$ cat src/rtl/crc8_feeder_if.sv
`default_nettype none
// ============================================================================
// Module   : crc8_feeder_if
// Brief    : Symbol stream + crc8 engine signals of crc8_feeder.
//            CRC_FEEDER_TIMEOUT_EN adds the timeout_o pulse.
// Revision : 1.0 - initial release
// ============================================================================
interface crc8_feeder_if;
    logic       s_valid_i;
    logic [4:0] s_data_i;
    logic       s_last_i;
    logic       s_ready_o;
    logic [4:0] crc_val_o;
    logic       crc_start_o;
    logic       crc_rst_o;
    logic       crc_busy_i;
    logic [7:0] crc_result_i;
    logic       frame_done_o;
    logic [7:0] crc_o;
    logic [7:0] frame_len_o;
`ifdef CRC_FEEDER_TIMEOUT_EN
    logic       timeout_o;
`endif

    // Feeder side
    modport slave (
        input  s_valid_i, s_data_i, s_last_i, crc_busy_i, crc_result_i,
        output s_ready_o, crc_val_o, crc_start_o, crc_rst_o,
               frame_done_o, crc_o, frame_len_o
`ifdef CRC_FEEDER_TIMEOUT_EN
        , output timeout_o
`endif
    );

    // Environment side: upstream source, crc8 engine, result consumer
    modport master (
        output s_valid_i, s_data_i, s_last_i, crc_busy_i, crc_result_i,
        input  s_ready_o, crc_val_o, crc_start_o, crc_rst_o,
               frame_done_o, crc_o, frame_len_o
`ifdef CRC_FEEDER_TIMEOUT_EN
        , input timeout_o
`endif
    );
endinterface
`default_nettype wire

$ cat src/rtl/crc8_feeder.sv
`default_nettype none
// ============================================================================
// Module   : crc8_feeder
// Brief    : Buffers 5-bit symbols and feeds them one at a time to a crc8
//            engine, reporting per-frame CRC and length.
//            Optional macro CRC_FEEDER_TIMEOUT_EN: WAIT timeout with frame drop.
// Revision : 1.0 - initial release
// ============================================================================
module crc8_feeder #(
    parameter int FIFO_DEPTH = 4
) (
    input  wire logic     clk_i,
    input  wire logic     rst_i,
    crc8_feeder_if.slave  bus
);
    localparam int c_ADDR_W = $clog2(FIFO_DEPTH);
    localparam logic [c_ADDR_W:0] c_PTR_ONE = 1;

    typedef enum logic [2:0] {
        S_IDLE  = 3'd0,
        S_ISSUE = 3'd1,
        S_ARM   = 3'd2,
        S_WAIT  = 3'd3,
        S_DONE  = 3'd4
    } state_t;

    // FIFO: entry = {last, data}
    logic [5:0]        r_mem [FIFO_DEPTH];
    logic [c_ADDR_W:0] r_wr_ptr;
    logic [c_ADDR_W:0] r_rd_ptr;
    logic              w_empty;
    logic              w_full;
    logic              w_push;
    logic              w_pop;
    logic [5:0]        w_head;

    state_t            r_state;
    logic [4:0]        r_val;
    logic              r_last;
    logic [7:0]        r_count;
    logic              r_start;
    logic              r_done;
    logic              r_crc_rst;
    logic [7:0]        r_crc;
    logic [7:0]        r_len;

`ifdef CRC_FEEDER_TIMEOUT_EN
    localparam logic [5:0] c_TIMEOUT = 6'd32;
    logic [5:0]        r_wait_cnt;
    logic              r_drop;
    logic              w_timeout;

    // Fires on the 33rd consecutive busy cycle of WAIT
    assign w_timeout     = (r_state == S_WAIT) && bus.crc_busy_i && (r_wait_cnt == c_TIMEOUT);
    assign bus.timeout_o = w_timeout;
`endif

    assign w_empty = (r_wr_ptr == r_rd_ptr);
    assign w_full  = (r_wr_ptr[c_ADDR_W] != r_rd_ptr[c_ADDR_W]) &&
                     (r_wr_ptr[c_ADDR_W-1:0] == r_rd_ptr[c_ADDR_W-1:0]);
    assign w_push  = bus.s_valid_i && !w_full;
    assign w_head  = r_mem[r_rd_ptr[c_ADDR_W-1:0]];

    always_comb begin
        w_pop = 1'b0;
        case (r_state)
            S_IDLE:  w_pop = !w_empty;
            S_WAIT:  w_pop = !w_empty && !bus.crc_busy_i && !r_last;
            default: w_pop = 1'b0;
        endcase
    end

    always_ff @(posedge clk_i) begin
        if (w_push) begin
            r_mem[r_wr_ptr[c_ADDR_W-1:0]] <= {bus.s_last_i, bus.s_data_i};
        end
    end

    always_ff @(posedge clk_i) begin
        if (rst_i) begin
            r_wr_ptr <= '0;
            r_rd_ptr <= '0;
        end else begin
            if (w_push) r_wr_ptr <= r_wr_ptr + c_PTR_ONE;
            if (w_pop)  r_rd_ptr <= r_rd_ptr + c_PTR_ONE;
        end
    end

    always_ff @(posedge clk_i) begin
        if (rst_i) begin
            r_state    <= S_IDLE;
            r_val      <= '0;
            r_last     <= 1'b0;
            r_count    <= '0;
            r_start    <= 1'b0;
            r_done     <= 1'b0;
            r_crc_rst  <= 1'b0;
            r_crc      <= '0;
            r_len      <= '0;
`ifdef CRC_FEEDER_TIMEOUT_EN
            r_wait_cnt <= '0;
            r_drop     <= 1'b0;
`endif
        end else begin
            r_start   <= 1'b0;
            r_done    <= 1'b0;
            r_crc_rst <= 1'b0;
            case (r_state)
                S_IDLE: begin
                    if (!w_empty) begin
`ifdef CRC_FEEDER_TIMEOUT_EN
                        if (r_drop) begin
                            r_drop <= !w_head[5];
                        end else
`endif
                        begin
                            r_val   <= w_head[4:0];
                            r_last  <= w_head[5];
                            r_start <= 1'b1;
                            r_state <= S_ISSUE;
                        end
                    end
                end
                S_ISSUE: r_state <= S_ARM;
                S_ARM: begin
`ifdef CRC_FEEDER_TIMEOUT_EN
                    r_wait_cnt <= '0;
`endif
                    r_state <= S_WAIT;
                end
                S_WAIT: begin
                    if (!bus.crc_busy_i) begin
                        // The last symbol is counted by the +1 taken in DONE
                        if (r_last) begin
                            r_state <= S_DONE;
                        end else begin
                            if (r_count != 8'hFF) r_count <= r_count + 8'd1;
                            if (!w_empty) begin
                                r_val   <= w_head[4:0];
                                r_last  <= w_head[5];
                                r_start <= 1'b1;
                                r_state <= S_ISSUE;
                            end else begin
                                r_state <= S_IDLE;
                            end
                        end
                    end
`ifdef CRC_FEEDER_TIMEOUT_EN
                    else if (w_timeout) begin
                        r_crc_rst <= 1'b1;
                        r_count   <= '0;
                        r_drop    <= !r_last;
                        r_state   <= S_IDLE;
                    end else begin
                        r_wait_cnt <= r_wait_cnt + 6'd1;
                    end
`endif
                end
                S_DONE: begin
                    r_crc     <= bus.crc_result_i;
                    r_len     <= (r_count == 8'hFF) ? 8'hFF : r_count + 8'd1;
                    r_done    <= 1'b1;
                    r_crc_rst <= 1'b1;
                    r_count   <= '0;
                    r_state   <= S_IDLE;
                end
                default: r_state <= S_IDLE;
            endcase
        end
    end

    assign bus.s_ready_o    = !w_full;
    assign bus.crc_val_o    = r_val;
    assign bus.crc_start_o  = r_start;
    // The engine is re-initialised in the same cycle as our own reset
    assign bus.crc_rst_o    = r_crc_rst | rst_i;
    assign bus.frame_done_o = r_done;
    assign bus.crc_o        = r_crc;
    assign bus.frame_len_o  = r_len;
endmodule
`default_nettype wire

$ cat src/flat_wrapper.sv
// flat-port wrapper written by rule: the top's interface ports become plain ports
module crc8_feeder_flat 
#(
    parameter int FIFO_DEPTH = 4
)
  (clk_i, rst_i, bus_s_valid_i, bus_s_data_i, bus_s_last_i, bus_crc_busy_i, bus_crc_result_i, bus_s_ready_o, bus_crc_val_o, bus_crc_start_o, bus_crc_rst_o, bus_frame_done_o, bus_crc_o, bus_frame_len_o);
  crc8_feeder_if bus_i ();
  input  wire logic clk_i;
  input  wire logic rst_i;
  input wire logic [$bits(bus_i.s_valid_i)-1:0] bus_s_valid_i;
  input wire logic [$bits(bus_i.s_data_i)-1:0] bus_s_data_i;
  input wire logic [$bits(bus_i.s_last_i)-1:0] bus_s_last_i;
  input wire logic [$bits(bus_i.crc_busy_i)-1:0] bus_crc_busy_i;
  input wire logic [$bits(bus_i.crc_result_i)-1:0] bus_crc_result_i;
  output wire logic [$bits(bus_i.s_ready_o)-1:0] bus_s_ready_o;
  output wire logic [$bits(bus_i.crc_val_o)-1:0] bus_crc_val_o;
  output wire logic [$bits(bus_i.crc_start_o)-1:0] bus_crc_start_o;
  output wire logic [$bits(bus_i.crc_rst_o)-1:0] bus_crc_rst_o;
  output wire logic [$bits(bus_i.frame_done_o)-1:0] bus_frame_done_o;
  output wire logic [$bits(bus_i.crc_o)-1:0] bus_crc_o;
  output wire logic [$bits(bus_i.frame_len_o)-1:0] bus_frame_len_o;
  assign bus_i.s_valid_i = bus_s_valid_i;
  assign bus_i.s_data_i = bus_s_data_i;
  assign bus_i.s_last_i = bus_s_last_i;
  assign bus_i.crc_busy_i = bus_crc_busy_i;
  assign bus_i.crc_result_i = bus_crc_result_i;
  assign bus_s_ready_o = bus_i.s_ready_o;
  assign bus_crc_val_o = bus_i.crc_val_o;
  assign bus_crc_start_o = bus_i.crc_start_o;
  assign bus_crc_rst_o = bus_i.crc_rst_o;
  assign bus_frame_done_o = bus_i.frame_done_o;
  assign bus_crc_o = bus_i.crc_o;
  assign bus_frame_len_o = bus_i.frame_len_o;
  crc8_feeder #(.FIFO_DEPTH(FIFO_DEPTH)) u_core (.clk_i(clk_i), .rst_i(rst_i), .bus(bus_i));
endmodule
$ cat config.mk
export PLATFORM = sky130hd
export DESIGN_NAME = crc8_feeder_flat
export DESIGN_NICKNAME = d
export VERILOG_FILES = /design/src/rtl/crc8_feeder_if.sv /design/src/rtl/crc8_feeder.sv /design/src/flat_wrapper.sv
export SDC_FILE = /design/constraint.sdc
export NUM_CORES = 1
export LEC_CHECK = 0
export BUFFER_PORTS_ARGS = -buffer_cell sky130_fd_sc_hd__buf_2
export CAP_MARGIN = 0
export CORE_UTILIZATION = 40
export DETAILED_ROUTE_END_ITERATION = 6
export PLACE_DENSITY = 0.68
export SLEW_MARGIN = 20
export SYNTH_ARGS = -nofsm -noshare
export SYNTH_HDL_FRONTEND = slang
export SYNTH_SLANG_ARGS = --single-unit
export TNS_END_PERCENT = 30
$ cat constraint.sdc
create_clock -name clk_i -period 1.7 [get_ports clk_i]
set_input_delay 0.34 -clock clk_i [delete_from_list [all_inputs] [get_ports clk_i]]
set_output_delay 0.34 -clock clk_i [all_outputs]
set_load 0.005 [all_outputs]
; ---- Word-level counts from Yosys, hierarchy flattened
; Memories as Yosys holds them, arrays and structs flattened. A register that Yosys moved wholly into a read port is not among the register bits.
; Cells that the tools add are included.
[classes]
addsub = 3
eq_ne = 13
mux = 29
bitwise = 1
reduce_logical = 15
[op_table]
columns = op, count
row1 = 2-to-1 mux 8 bit, 4
row2 = case mux 8 bit (2 select lines), 1
row3 = 2-to-1 mux 5 bit, 3
row4 = case mux 3 bit (4 select lines), 1
row5 = 2-to-1 mux 1 bit, 11
row6 = case mux 5 bit (2 select lines), 1
row7 = 2-to-1 mux 3 bit, 3
row8 = adder 8 x 1 -> 8 bit (second input constant), 1
row9 = equality test 8 bit (second input constant), 1
row10 = != test 8 bit (second input constant), 1
row11 = adder 3 x 1 -> 3 bit (second input constant), 2
row12 = equality test 3 x 2 -> 1 bit (second input constant), 2
row13 = != test 2 bit (second input constant), 3
row14 = case mux 1 bit (2 select lines), 3
row15 = AND reduction 3 bit, 2
row16 = logical AND 1 bit, 4
row17 = zero test 1 bit, 4
row18 = 2-to-1 mux 2 bit, 2
row19 = AND reduction 4 bit, 1
row20 = nonzero test 2 bit, 2
row21 = equality test 3 x 1 -> 1 bit (second input constant), 1
row22 = equality test 3 bit, 1
row23 = equality test 3 bit (second input constant), 1
row24 = zero test 3 bit, 1
row25 = other kinds (5), 5
[totals]
reg_bits = 41
memories = 1
ramBits = 24
inputBits = 18
[mem_list]
columns = name, depth, word_bits, read_ports, rd_clocked_by_memory_dff, wr, line_no
row1 = u_core.r_mem, 4, 6, 1, 1, 1, crc8_feeder.sv:28  ; logic [5:0] r_mem [FIFO_DEPTH];

; ---- Longest topological paths before layout
[logic_depth]
ltp_word = 7
depth_mapped = 6
mapped_depth_nobuf = 5

; ---- Worst setup path after synthesis
; No wires, ideal clock.
[synth_timing]
path_kind = register -> register
startpoint = register u_core.r_count[0]
endpoint = register u_core.r_count[6]
n_path_buf = 0
path_slack_ps = 128
stages_incl_launch_ff = 6
t_required_ps = 1578
setup_time_ps = 122
t_arrival_ps = 1450
path_cell_list = dfxtp_1 -> ha_1 -> nand4_1 -> o211ai_2 -> nor2_1 -> a221o_1
[synth_via]
elab_chain_cells = 5
elab_cells_between_ends = 8
classes_between = 1 x add/sub / 2 x eq/ne / 4 x mux / 1 x reduce/logical
[synth_lines]
columns = element, line_no
row1 = start: declaration, crc8_feeder.sv:40  ; logic [7:0] r_count;
row2 = start signal: assignment, crc8_feeder.sv:137  ; if (r_count != 8'hFF) r_count <= r_count + 8'd1;
row3 = adder 8 x 1 -> 8 bit, crc8_feeder.sv:137
row4 = 2-to-1 mux 8 bit, crc8_feeder.sv:137
row5 = 2-to-1 mux 8 bit, crc8_feeder.sv:134  ; if (r_last) begin
row6 = 2-to-1 mux 8 bit, crc8_feeder.sv:132  ; if (!bus.crc_busy_i) begin
row7 = case mux 8 bit (2 select lines), crc8_feeder.sv:108  ; case (r_state)
; Several ways; a longest one is shown, not always the timed one. The select of a mux whose other input is x is not followed.
; A chain may end at the register's enable or synchronous reset.

; ---- Worst setup path in the final report
[layout_timing]
startpoint = register u_core.r_rd_ptr[2]
endpoint = output port bus_s_ready_o
[layout_via]
elab_chain_cells = 3
[layout_lines]
columns = element, line_no
row1 = start: declaration, crc8_feeder.sv:30  ; logic [c_ADDR_W:0] r_rd_ptr;
row2 = start signal: assignment, crc8_feeder.sv:85  ; if (w_pop) r_rd_ptr <= r_rd_ptr + c_PTR_ONE;
row3 = != test 1 bit, crc8_feeder.sv:59  ; assign w_full = (r_wr_ptr[c_ADDR_W] != r_rd_ptr[c_ADDR_W]) &&
row4 = logical AND 1 bit, crc8_feeder.sv:59
row5 = zero test 1 bit, crc8_feeder.sv:172  ; assign bus.s_ready_o = !w_full;
row6 = end: declaration, flat_wrapper.sv:15  ; output wire logic [$bits(bus_i.s_ready_o)-1:0] bus_s_ready_o;
; No other way between the ends.

==> results.yml <==
route:
  ant_nets: 0
  wl_met1_um: 2620
  firstDrtPassIters: 4
  drcViolationCount: 0
  wl_met3_um: 230
  top_layer: "met4"
  vias_per_cell: 5.00
  wl_um: 5740
  drt-initial-drc-count: 127
  num_vias: 2078
  wire_per_inst_um: 13.8
  wl_met2_um: 2770
logic_synthesis:
  syn_avg_cell_area_sq_um: 11.2
  synthArstFlopShare_pct: 0
  syn_area_sq_um: 2850
  synth-main-ff-cell: "dfxtp_1"
  ys_top_cells_by_area: "dfxtp_1 30%, edfxtp_1 25%, mux4_2 4.7%"
  ys_seq_elements: 67
  synth_cells: 255
  netlist.top_cell.by_area: "dfxtp_1"
  ys_types: 48
  yosys_warnings: 0
  synth_fp_nets: 279
  synth-edff-count: 24
  ys_seq_area_share_pct: 55.5
  synth_top_cell_area_share_pct: 30.2
pwr:
  worst_ir_drop_vdd_v: 0.000648
  p_leak_nw: 1.36
  power_density_nw_per_um2: 1230
place:
  io_buffers: 42
  dp_slack_ns: -0.309
  place_area_sq_um: 3250
  dp_hpwl_um: 3960
  gp_congestion: 0.770
floorplanning:
  die-width_um: 86.4
  start_util_pct: 41.7
  io-pin-count: 43
  design.die.area_sq_um: 7460
  die_h_um: 86.4
  core_sq_um: 6830
  row_count: 30
grt:
  grt_pass1_wl_um: 9070
  grt.total_usage_pct: 16.5
  grt_antenna_before_repair: 0
  grt_overflow: 0
  grt_start_max_net_pins: 20
  first_global_vias: 1906
sta:
  maxSlewHeadroom_pct: 62.6
  whs_ns: 0.208
  timing.fmax_mhz: 565
  min_period_ns: 1.77
  hold_viol: 0
  fin_skew_ns: 0.0113
  rsz0062_at_grt: "yes"
  setup_viol: 1
  setup_ws_ns: -0.0703
  drv_slew: 0
  worst_slew_pin_slew_ns: 0.559
  period_share_pct: 104
setup_path:
  crit_path_start_kind: "register"
  end_kind: "output pin"
  ff2ff_path_depth: 3
  cp.arrival_ns: 1.43
  regToRegSetupSlack_ns: 0.07
  reg2reg_to: "u_core.r_mem[1][3]"
  crit_required_ns: 1.36
  crit_type: "reg2out"
  r2r-start: "u_core.r_rd_ptr[1]"
  cp_max_fo: 3
cells_and_area:
  num_antenna_cells: 0
  drive_above_1_share_pct: 33.8
  nets: 339
  layout_common_cells: "41 x dfxtp_1, 41 x buf_2, 25 x nand2_1"
  final_cell_area_sq_um: 3510
  syn_to_final_growth_pct: 23.4
run_status:
  violations: "negative setup slack"
  status: "finished, violations left"
min_path:
  hold_path_class: "in2reg"
  hold_path.startpoint: "bus_s_data_i[1]"
  hold_path_end: "u_core.r_mem[2][1]"
  holdPathStages: 1
clock_network:
  cts_buffer_depth: 2
  cts_buffers: 9
  cts_root_buf: "clkbuf_8"
  htreeDepth: 3
  worstSkewPairLatency_ns: 0.35
  clk_pin_slew_ns: 0.08
  cts_sinks: 67
  cts_tree: "built"
flow_run:
  maxCapViolCount: 0
## cells in the mapped netlist (2+ instances only)
library cell,count
inv_1,6
and2_1,4
nand2b_1,11
a311oi_1,4
clkbuf_1,6
clkbuf_2,2
o21ai_0,10
a211oi_1,7
mux4_2,6
xor2_1,2
nor2_1,21
a21o_1,4
nor3_1,4
or3_1,3
or3_2,2
nor4_1,3
or2_2,5
ha_1,6
o31ai_1,2
xnor2_1,3
dfxtp_1,43
mux2i_1,3
a21oi_1,15
or4b_1,5
edfxtp_1,24
nand2_1,25
buf_4,2
nor2b_1,2
nand3_1,5
buf_2,2
## metrics by stage
| stage | std cells | power [mW] | utilization, % | setup TNS, ns |
|---|---|---|---|---|
| 6_report | 416 | 4.32 | 51.4 | -0.0703 |
| 5_1_grt | 416 | 4.54 | 51.4 | -0.143 |
| 4_1_cts | 415 | 4.29 | 50.6 | -0.213 |
| 3_5_place_dp | 399 | 2.98 | 47.6 | -2.35 |
| 3_3_place_gp | 399 | 2.95 | 47.6 | -1.22 |
| 2_1_floorplan | 255 | 2.68 | - | 0 |
## worst max path at each step
| stage | slack [ns] | depth (start not counted) | start | endpoint |
|---|---|---|---|---|
| 3_5_place_dp | -0.31 | 4 | u_core.r_rd_ptr[0] | u_core.r_rd_ptr[1] |
| 6_report | -0.07 | 4 | u_core.r_rd_ptr[2] | bus_s_ready_o |
| 5_1_grt | -0.11 | 4 | u_core.r_rd_ptr[2] | bus_s_ready_o |
| 2_1_floorplan | 0.13 | 5 | u_core.r_count[0] | u_core.r_count[6] |
| 3_3_place_gp | -0.18 | 4 | u_core.r_rd_ptr[0] | u_core.r_rd_ptr[1] |
| 4_1_cts | -0.21 | 4 | u_core.r_wr_ptr[2] | bus_s_ready_o |
## state kept, by name, summed over array words and instances (netlist names), named ones only
name,cells
u_core.r_mem,24
u_core.bus.crc_o,8
u_core.bus.frame_len_o,8
u_core.r_count,8
u_core.bus.crc_val_o,5
u_core.r_rd_ptr,3
u_core.r_state,3
u_core.r_wr_ptr,3
u_core.bus.crc_start_o,1
u_core.bus.frame_done_o,1
u_core.r_last,1
## timing repair
| action | in CTS | in global routing |
|---|---|---|
| hold buffers | 0 | 0 |
| endpoints found under the setup margin | 11 | 27 |
| pin swaps | 0 | 2 |
| resized for setup | 3 | 11 |
| gates cloned | 0 | 0 |
| setup buffers | 0 | 1 |
## area by class of cell
cell class / instances / area (sq um)
clock buffers: 9 / 124
clock inverters: 7 / 68.8
fillers: 643 / 3320
inverters: 6 / 22.5
multi-input cells: 169 / 1220
flip-flops and latches: 67 / 1580
well taps: 96 / 120
repair buffers: 62 / 374
## power breakdown
group / internal, mW / total, mW / switching (mW)
logic: 0.517 / 1.05 / 0.536
registers: 1.84 / 1.97 / 0.130
clock network: 0.671 / 1.30 / 0.632
total: 3.02 / 4.32 / 1.30
## worst max-delay path, cell delays in order, from the launching register on
cell	delay (ns)
dfxtp_2	0.33
buf_6	0.12
xnor2_2	0.13
or3_4	0.37
buf_6	0.13
## cells by family after synthesis
kind of cell             share of synthesized area (%)
buffers and inverters                             3.21
adder cells (fa/ha/maj)                           2.63
flip-flops                                        55.5
AND/OR/NAND/NOR                                   18.8
XOR/XNOR                                          2.11
AO/OA/AOI/OAI                                     11.5
multiplexers                                      6.19
## routing by layer
layer  up-vias  GRT usage [%]
li1       1041              -
met1       971           21.4
met2        53           24.9
met3        13           4.38
met4         0           9.24
met5         -              0
Note: power is estimated with default switching activity, not from simulation.
